--- src/rtl/axi_slave_pkg.sv ---
// Shared types and constants for the AXI4 slave channel controllers.
package axi_slave_pkg;

  typedef enum logic [1:0] {
    BURST_FIXED = 2'b00,
    BURST_INCR  = 2'b01,
    BURST_WRAP  = 2'b10,
    BURST_RSVD  = 2'b11
  } burst_e;

  typedef enum logic [1:0] {
    ST_IDLE,
    ST_DATA,
    ST_RESP
  } state_e;

  localparam logic [1:0] RESP_OKAY   = 2'b00;
  localparam logic [1:0] RESP_SLVERR = 2'b10;
  localparam logic [2:0] MAX_SIZE    = 3'd2;

endpackage

--- src/rtl/axi_burst_addr_gen.sv ---
// Combinational next-beat address for FIXED/INCR/WRAP bursts; shared by the
// write and read controllers.
module axi_burst_addr_gen
  import axi_slave_pkg::*;
#(
  parameter int ADDR_WIDTH = 32
) (
  input  logic [ADDR_WIDTH-1:0] cur_addr,
  input  logic [ADDR_WIDTH-1:0] start_addr,
  input  logic [7:0]            len,
  input  logic [2:0]            size,
  input  burst_e                burst,
  output logic [ADDR_WIDTH-1:0] next_addr
);

  logic [ADDR_WIDTH-1:0] bytes;
  logic [ADDR_WIDTH-1:0] total;
  logic [ADDR_WIDTH-1:0] lower;
  logic [ADDR_WIDTH-1:0] step;

  // INCR re-aligns an unaligned start; WRAP folds back to the window base.
  always_comb begin
    bytes     = ADDR_WIDTH'(1) << size;
    total     = bytes * (ADDR_WIDTH'(len) + ADDR_WIDTH'(1));
    lower     = start_addr & ~(total - ADDR_WIDTH'(1));
    step      = cur_addr + bytes;
    next_addr = cur_addr;
    case (burst)
      BURST_INCR: next_addr = (cur_addr & ~(bytes - ADDR_WIDTH'(1))) + bytes;
      BURST_WRAP: next_addr = (step == lower + total) ? lower : step;
      default:    next_addr = cur_addr;
    endcase
  end

endmodule

--- src/rtl/axi4_slave_wr_ctrl.sv ---
// AXI4 slave write-channel controller: terminates AW/W/B and turns each burst
// into per-beat word writes on the local memory port.
module axi4_slave_wr_ctrl
  import axi_slave_pkg::*;
#(
  parameter int                   ADDR_WIDTH = 32,
  parameter int                   DATA_WIDTH = 32,
  parameter int                   ID_WIDTH   = 4,
  parameter logic [ADDR_WIDTH-1:0] MEM_BASE  = '0,
  parameter int                   MEM_DEPTH  = 1024
) (
  input  logic                         CLK,
  input  logic                         RST,
  input  logic                         AWVALID,
  output logic                         AWREADY,
  input  logic [ADDR_WIDTH-1:0]        AWADDR,
  input  logic [ID_WIDTH-1:0]          AWID,
  input  logic [7:0]                   AWLEN,
  input  logic [2:0]                   AWSIZE,
  input  logic [1:0]                   AWBURST,
  input  logic                         WVALID,
  output logic                         WREADY,
  input  logic [DATA_WIDTH-1:0]        WDATA,
  input  logic [3:0]                   WSTRB,
  input  logic                         WLAST,
  output logic                         BVALID,
  input  logic                         BREADY,
  output logic [ID_WIDTH-1:0]          BID,
  output logic [1:0]                   BRESP,
  output logic                         mem_we,
  output logic [$clog2(MEM_DEPTH)-1:0] mem_addr,
  output logic [DATA_WIDTH-1:0]        mem_wdata,
  output logic [3:0]                   mem_wstrb
);

  localparam int                  IDX_W     = $clog2(MEM_DEPTH);
  localparam logic [ADDR_WIDTH:0] MEM_BYTES = (ADDR_WIDTH+1)'(4 * MEM_DEPTH);

  state_e                state;
  logic                  rst_done;
  logic                  err;
  logic [ID_WIDTH-1:0]   id_q;
  logic [ADDR_WIDTH-1:0] start_q;
  logic [ADDR_WIDTH-1:0] cur_addr;
  logic [ADDR_WIDTH-1:0] next_addr;
  logic [ADDR_WIDTH-1:0] offset;
  logic [ADDR_WIDTH-1:0] align_mask;
  logic [7:0]            len_q;
  logic [7:0]            count;
  logic [2:0]            size_q;
  burst_e                burst_q;
  logic                  w_hs;
  logic                  in_range;
  logic                  last_beat;
  logic                  wlast_err;
  logic                  wrap_len_ok;
  logic                  setup_err;

  assign AWREADY = (state == ST_IDLE) && rst_done;
  assign WREADY  = (state == ST_DATA);
  assign BVALID  = (state == ST_RESP);

  assign offset    = cur_addr - MEM_BASE;
  assign in_range  = (cur_addr >= MEM_BASE) && ({1'b0, offset} < MEM_BYTES);
  assign mem_addr  = IDX_W'(offset >> 2);
  assign mem_wdata = WDATA;
  assign mem_wstrb = WSTRB;
  assign w_hs      = WVALID && WREADY;
  assign mem_we    = w_hs && !err && in_range;

  // A burst closes on whichever of beat AWLEN or WLAST comes first; disagreement is an error.
  assign last_beat = (count == len_q) || WLAST;
  assign wlast_err = (count == len_q) != WLAST;

  assign align_mask  = ~({ADDR_WIDTH{1'b1}} << AWSIZE);
  assign wrap_len_ok = (AWLEN == 8'd1) || (AWLEN == 8'd3) || (AWLEN == 8'd7) || (AWLEN == 8'd15);
  assign setup_err   = (AWSIZE > MAX_SIZE) || (AWBURST == BURST_RSVD) ||
                       ((AWBURST == BURST_WRAP) && (!wrap_len_ok || ((AWADDR & align_mask) != '0)));

  axi_burst_addr_gen #(.ADDR_WIDTH(ADDR_WIDTH)) u_addr_gen (
    .cur_addr  (cur_addr),
    .start_addr(start_q),
    .len       (len_q),
    .size      (size_q),
    .burst     (burst_q),
    .next_addr (next_addr)
  );

  always_ff @(posedge CLK or negedge RST) begin
    if (!RST) begin
      state    <= ST_IDLE;
      rst_done <= 1'b0;
      err      <= 1'b0;
      id_q     <= '0;
      start_q  <= '0;
      cur_addr <= '0;
      len_q    <= '0;
      size_q   <= '0;
      burst_q  <= BURST_FIXED;
      count    <= '0;
      BID      <= '0;
      BRESP    <= RESP_OKAY;
    end else begin
      rst_done <= 1'b1;
      case (state)
        ST_IDLE: begin
          if (AWVALID && AWREADY) begin
            id_q     <= AWID;
            start_q  <= AWADDR;
            cur_addr <= AWADDR;
            len_q    <= AWLEN;
            size_q   <= AWSIZE;
            burst_q  <= burst_e'(AWBURST);
            count    <= '0;
            err      <= setup_err;
            state    <= ST_DATA;
          end
        end
        ST_DATA: begin
          if (w_hs) begin
            err <= err || !in_range || wlast_err;
            if (last_beat) begin
              state <= ST_RESP;
              BID   <= id_q;
              BRESP <= (err || !in_range || wlast_err) ? RESP_SLVERR : RESP_OKAY;
            end else begin
              count    <= count + 8'd1;
              cur_addr <= next_addr;
            end
          end
        end
        ST_RESP: begin
          if (BREADY) state <= ST_IDLE;
        end
        default: state <= ST_IDLE;
      endcase
    end
  end

endmodule

--- config.mk ---
export PLATFORM = sky130hd
export DESIGN_NAME = axi4_slave_wr_ctrl
export DESIGN_NICKNAME = d
export VERILOG_FILES = /design/src/rtl/axi_slave_pkg.sv /design/src/rtl/axi_burst_addr_gen.sv /design/src/rtl/axi4_slave_wr_ctrl.sv
export SDC_FILE = /design/constraint.sdc
export NUM_CORES = 1
export LEC_CHECK = 0
export ABC_AREA = 0
export BUFFER_PORTS_ARGS = -buffer_cell sky130_fd_sc_hd__buf_2
export CAP_MARGIN = 10
export CORE_MARGIN = 3
export CORE_UTILIZATION = 55
export DETAILED_ROUTE_END_ITERATION = 10
export GPL_ROUTABILITY_DRIVEN = 0
export PLACE_DENSITY = 0.82
export SYNTH_ARGS = -nofsm -noshare
export SYNTH_HDL_FRONTEND = slang
export SYNTH_SLANG_ARGS = --single-unit
--- constraint.sdc ---
create_clock -name CLK -period 12.03 [get_ports CLK]
set_input_delay 2.406 -clock CLK [delete_from_list [all_inputs] [get_ports CLK]]
set_output_delay 2.406 -clock CLK [all_outputs]
set_load 0.005 [all_outputs]
==> results.txt <==
----------------------------------------------------
[GRT]
  Pin count of the biggest net entering global routing ... 63
  Antenna violations before repair ... 0
  Met1 GRT Util ... 0.411
  Tot GR Track Use ... 0.300
  Routing usage on met3 ... 0.0657
  Layer with the highest usage after global routing ... met2
  Overflow after GRT ... 0
  Via count of the first global-routing pass ... roughly 11000
  Met2 track demand over resource ... 0.463
  Global-route wire length before repair ... between 50 and 60 mm

[Routing]
  Antenna Violating Nets Remaining ... 0
  Via-per-instance ratio ... between 6 and 7
  Number of design-rule violations left by the first detailed-router iteration ... about 1600
  WL/cell ... between 20 and 25 µm
  Detailed-routing iteration count for the pre-antenna-repair pass ... 6
  Vias after detailed routing ... between 10000 and 15000
  DRC violation count after routing ... 0
  WL final ... ~37 mm

[Floorplanning]
  Floorplan die area ... about 24000 µm²
  Die Ht ... 156 µm
  Starting Density ... 0.563
  Placeable core region ... around 22000 µm²
  Overall die width ... 156 µm
  Std cell rows ... 54
  Count of boundary I/O pins ... about 150

[Yosys]
  XOR/XNOR Fraction of Synth Area ... 0.103
  Biggest area consumer among synthesized cells ... dfrtp_1
  Register area share after synthesis ... 0.199
  Synth Net Count ... about 1700
  Post-synthesis share of cell area spent on full adders, half adders and majority gates ... 0.138
  Main combinational cell family by area after synthesis ... simple AND/OR/NAND/NOR gates
  Mean cell area of the mapped netlist ... between 8 and 9 µm²
  Netlist Area Pre-Place ... 12300 µm²
  Number of distinct library cell variants in the gate-level netlist after synthesis ... 96
  Post-synthesis register bit count ... just under 100
  Leading post-synthesis cells by cell area ... dfrtp_1 (20%), fa_1 (7.3%), ha_1 (6.4%)
  Synth async-reset ratio ... 1.00
  Post-synthesis share of cell area spent on and, or, nand and nor gates ... 0.223
  Post-synthesis instance total ... about 1500
  Most instantiated flip-flop cell in the synthesis netlist ... dfrtp_1
  EDFF count, synth ... 0
  Number of synthesis warnings ... 0
  Share of cell area taken by muxes after synthesis ... 0.0716
  Compound-Gate Fraction of Synth Area ... 0.179
  Top-area cell type share of the netlist area ... 0.199

[Timing]
  Unrepaired setup endpoints after global routing ... no
  Maximum operating frequency ... around 93 MHz
  Final Hold Fails ... 0
  Max-slew violation total from the final report ... 0
  Worst slew slack as a fraction of its limit ... 0.262
  # setup viols final ... 0
  Final worst path period share ... 0.892
  Clock Skews ... ~0.021 ns
  Least-Margin Pin Slew ... 1.08 ns
  Setup TNS after final layout ... 0 ns
  Post-route minimum period ... 10.73 ns

[Worst setup path]
  Type of the worst setup path ... reg -> reg
  Kind of start point of the critical path ... flop
  Type of destination of the critical path ... flop
  Start point of the critical path ... size_q[1]
  Cell with the biggest individual delay on the critical path ... dfrtp_1
  Required time at the endpoint of the critical path ... roughly 12 ns
  Start of the worst register-to-register path ... size_q[1]
  Maximum fanout along the worst path ... 20
  Critical Path AT ... around 11 ns
  Number of buffer and inverter instances along the worst setup path ... 4
  Critical path's largest stage delay ... roughly 0.74 ns
  Family with the most delay on the worst path ... simple AND/OR/NAND/NOR gates

[CTS]
  Clock buffers created by TritonCTS ... 9
  Worst-case clock buffer depth ... 2
  CTS Hold Buffers Added ... 0
  Clk sinks ... between 90 and 100
  Maximum level of the CTS H-tree ... 3
  Worst-skew pair later-pin latency ... 0.36 ns
  Number of gates given a new drive strength after cts ... 0
  Clock slew at the register clock pins of the worst setup and hold paths ... 0.07 ns
  Root buffer cell ... clkbuf_16
  Count of buffers added by post-CTS timing repair for setup ... 0
  CTS tree ... done

[Min path]
  Worst hold path type ... reg -> reg
  Startpoint of the tightest hold check path ... BID[1]

[Outcome]
  Outcome ... finished clean

[Placement]
  Hpwl dp ... 28.3 mm
  Port Buffers ... 73
  Placed cell count ... around 1800

[Layout]
  Number of inserted diodes ... 0
  Count of nets after finishing ... about 1700
  Proportion of layout cells with a drive suffix above 1 ... 0.131
  Growth of design area from synthesis to finish ... 3.68%
  Non-Filler Instances ... between 1500 and 2000

[Flow run]
  Max-capacitance violation count ... 0

----------------------------------------------------
[cell usage after synthesis (14+ instances only)]
cell type    n
nand4_1     22
inv_1       89
ha_1        63
xor2_1      61
xnor2_1     80
and3_1      30
mux2i_1     15
nand2_1    143
nand3_1     47
a31oi_1     18
nor3_1      37
nor4_1      17
fa_1        45
dfrtp_1     98
clkbuf_1    56
and2_1      23
a221oi_1    21
mux2_2      56
nand2b_1    20
a21o_1      17
o21ai_0     47
a21oi_1     74
nor2_1     126
or3_1       18
nor2b_1     14
buf_4       48
[worst register-to-register path: cells and delay by family (launching register included)]
family | cells | cell delay [ns]
simple gates | 10 | 2.93
flops | 1 | 0.74
compound gates | 8 | 2.36
buf+inv | 4 | 0.37
fa+ha+maj | 6 | 2.85
xor+xnor | 2 | 0.85
mux | 2 | 0.51
[cell usage in the layout (no fill, tap or decap), types with 18 or more instances in the layout]
cell,n
or3_1,18
nand3_1,47
xor2_1,61
dfrtp_1,98
buf_2,72
a221oi_1,21
nand4_1,22
mux2_2,56
fa_1,45
and2_1,22
xnor2_1,80
o21ai_0,47
a31oi_1,18
ha_1,63
nor2_1,126
and3_1,30
nor3_1,37
nand2b_1,20
a21oi_1,74
inv_1,89
nand2_1,143
[cell families after synthesis]
group | count (synthesis)
fa+ha+maj | 109
other cells | 2
xor+xnor | 143
buf+inv | 221
flops | 98
mux | 80
simple gates | 544
compound gates | 318
[worst paths after layout]
| path | endpoint | slack, ns | cells after the start |
|---|---|---|---|
| min in group asynchronous | start_q[21] | 2.04 | 1 |
| max in group asynchronous | start_q[1] | 8.81 | 2 |
| worst max register to register | cur_addr[27] | 1.30 | 32 |
| worst min-delay path | BID[1] | 0.52 | 1 |
| worst max-delay path | cur_addr[27] | 1.30 | 32 |
| worst min register to register | BID[1] | 0.52 | 1 |
[flip-flops by register name, indices dropped and copies added, names as in the netlist]
name	count
count	8
size_q	3
len_q	8
state	2
cur_addr	32
BID	4
rst_done	1
id_q	4
BRESP	1
burst_q	2
start_q	32
err	1
[routing by layer]
layer | up-vias | part of all wire | routed length, µm
met4 | 0 | 0.039 | 1420
met3 | 122 | 0.13 | 4680
li1 | 5274 | - | -
met2 | 795 | 0.44 | 16200
met5 | - | 0 | 0
met1 | 5598 | 0.39 | 14300
[metrics by stage]
stage	setup WS (ns)	utilization	hold WS [ns]	area, µm²
3_5_place_dp	1.48	0.567	0.498	12400
3_3_place_gp	1.79	0.567	0.485	12400
2_1_floorplan	2.87	-	0.451	12300
4_1_cts	1.44	0.584	0.518	12800
6_report	1.30	0.584	0.517	12800
5_1_grt	0.636	0.584	0.534	12800
[area by class of cell]
| class | count | area [µm²] |
|---|---|---|
| Fill cell | 1923 | 9110 |
| Multi-Input combinational cell | 1196 | 8820 |
| Sequential cell | 98 | 2450 |
| Timing Repair Buffer | 83 | 443 |
| Tap cell | 280 | 350 |
| Inverter | 93 | 349 |
| Clock buffer | 11 | 253 |
| Clock inverter | 5 | 108 |
Power is not shown: default switching activity piles up to over one toggle a cycle in this logic, so the estimate is an artifact.
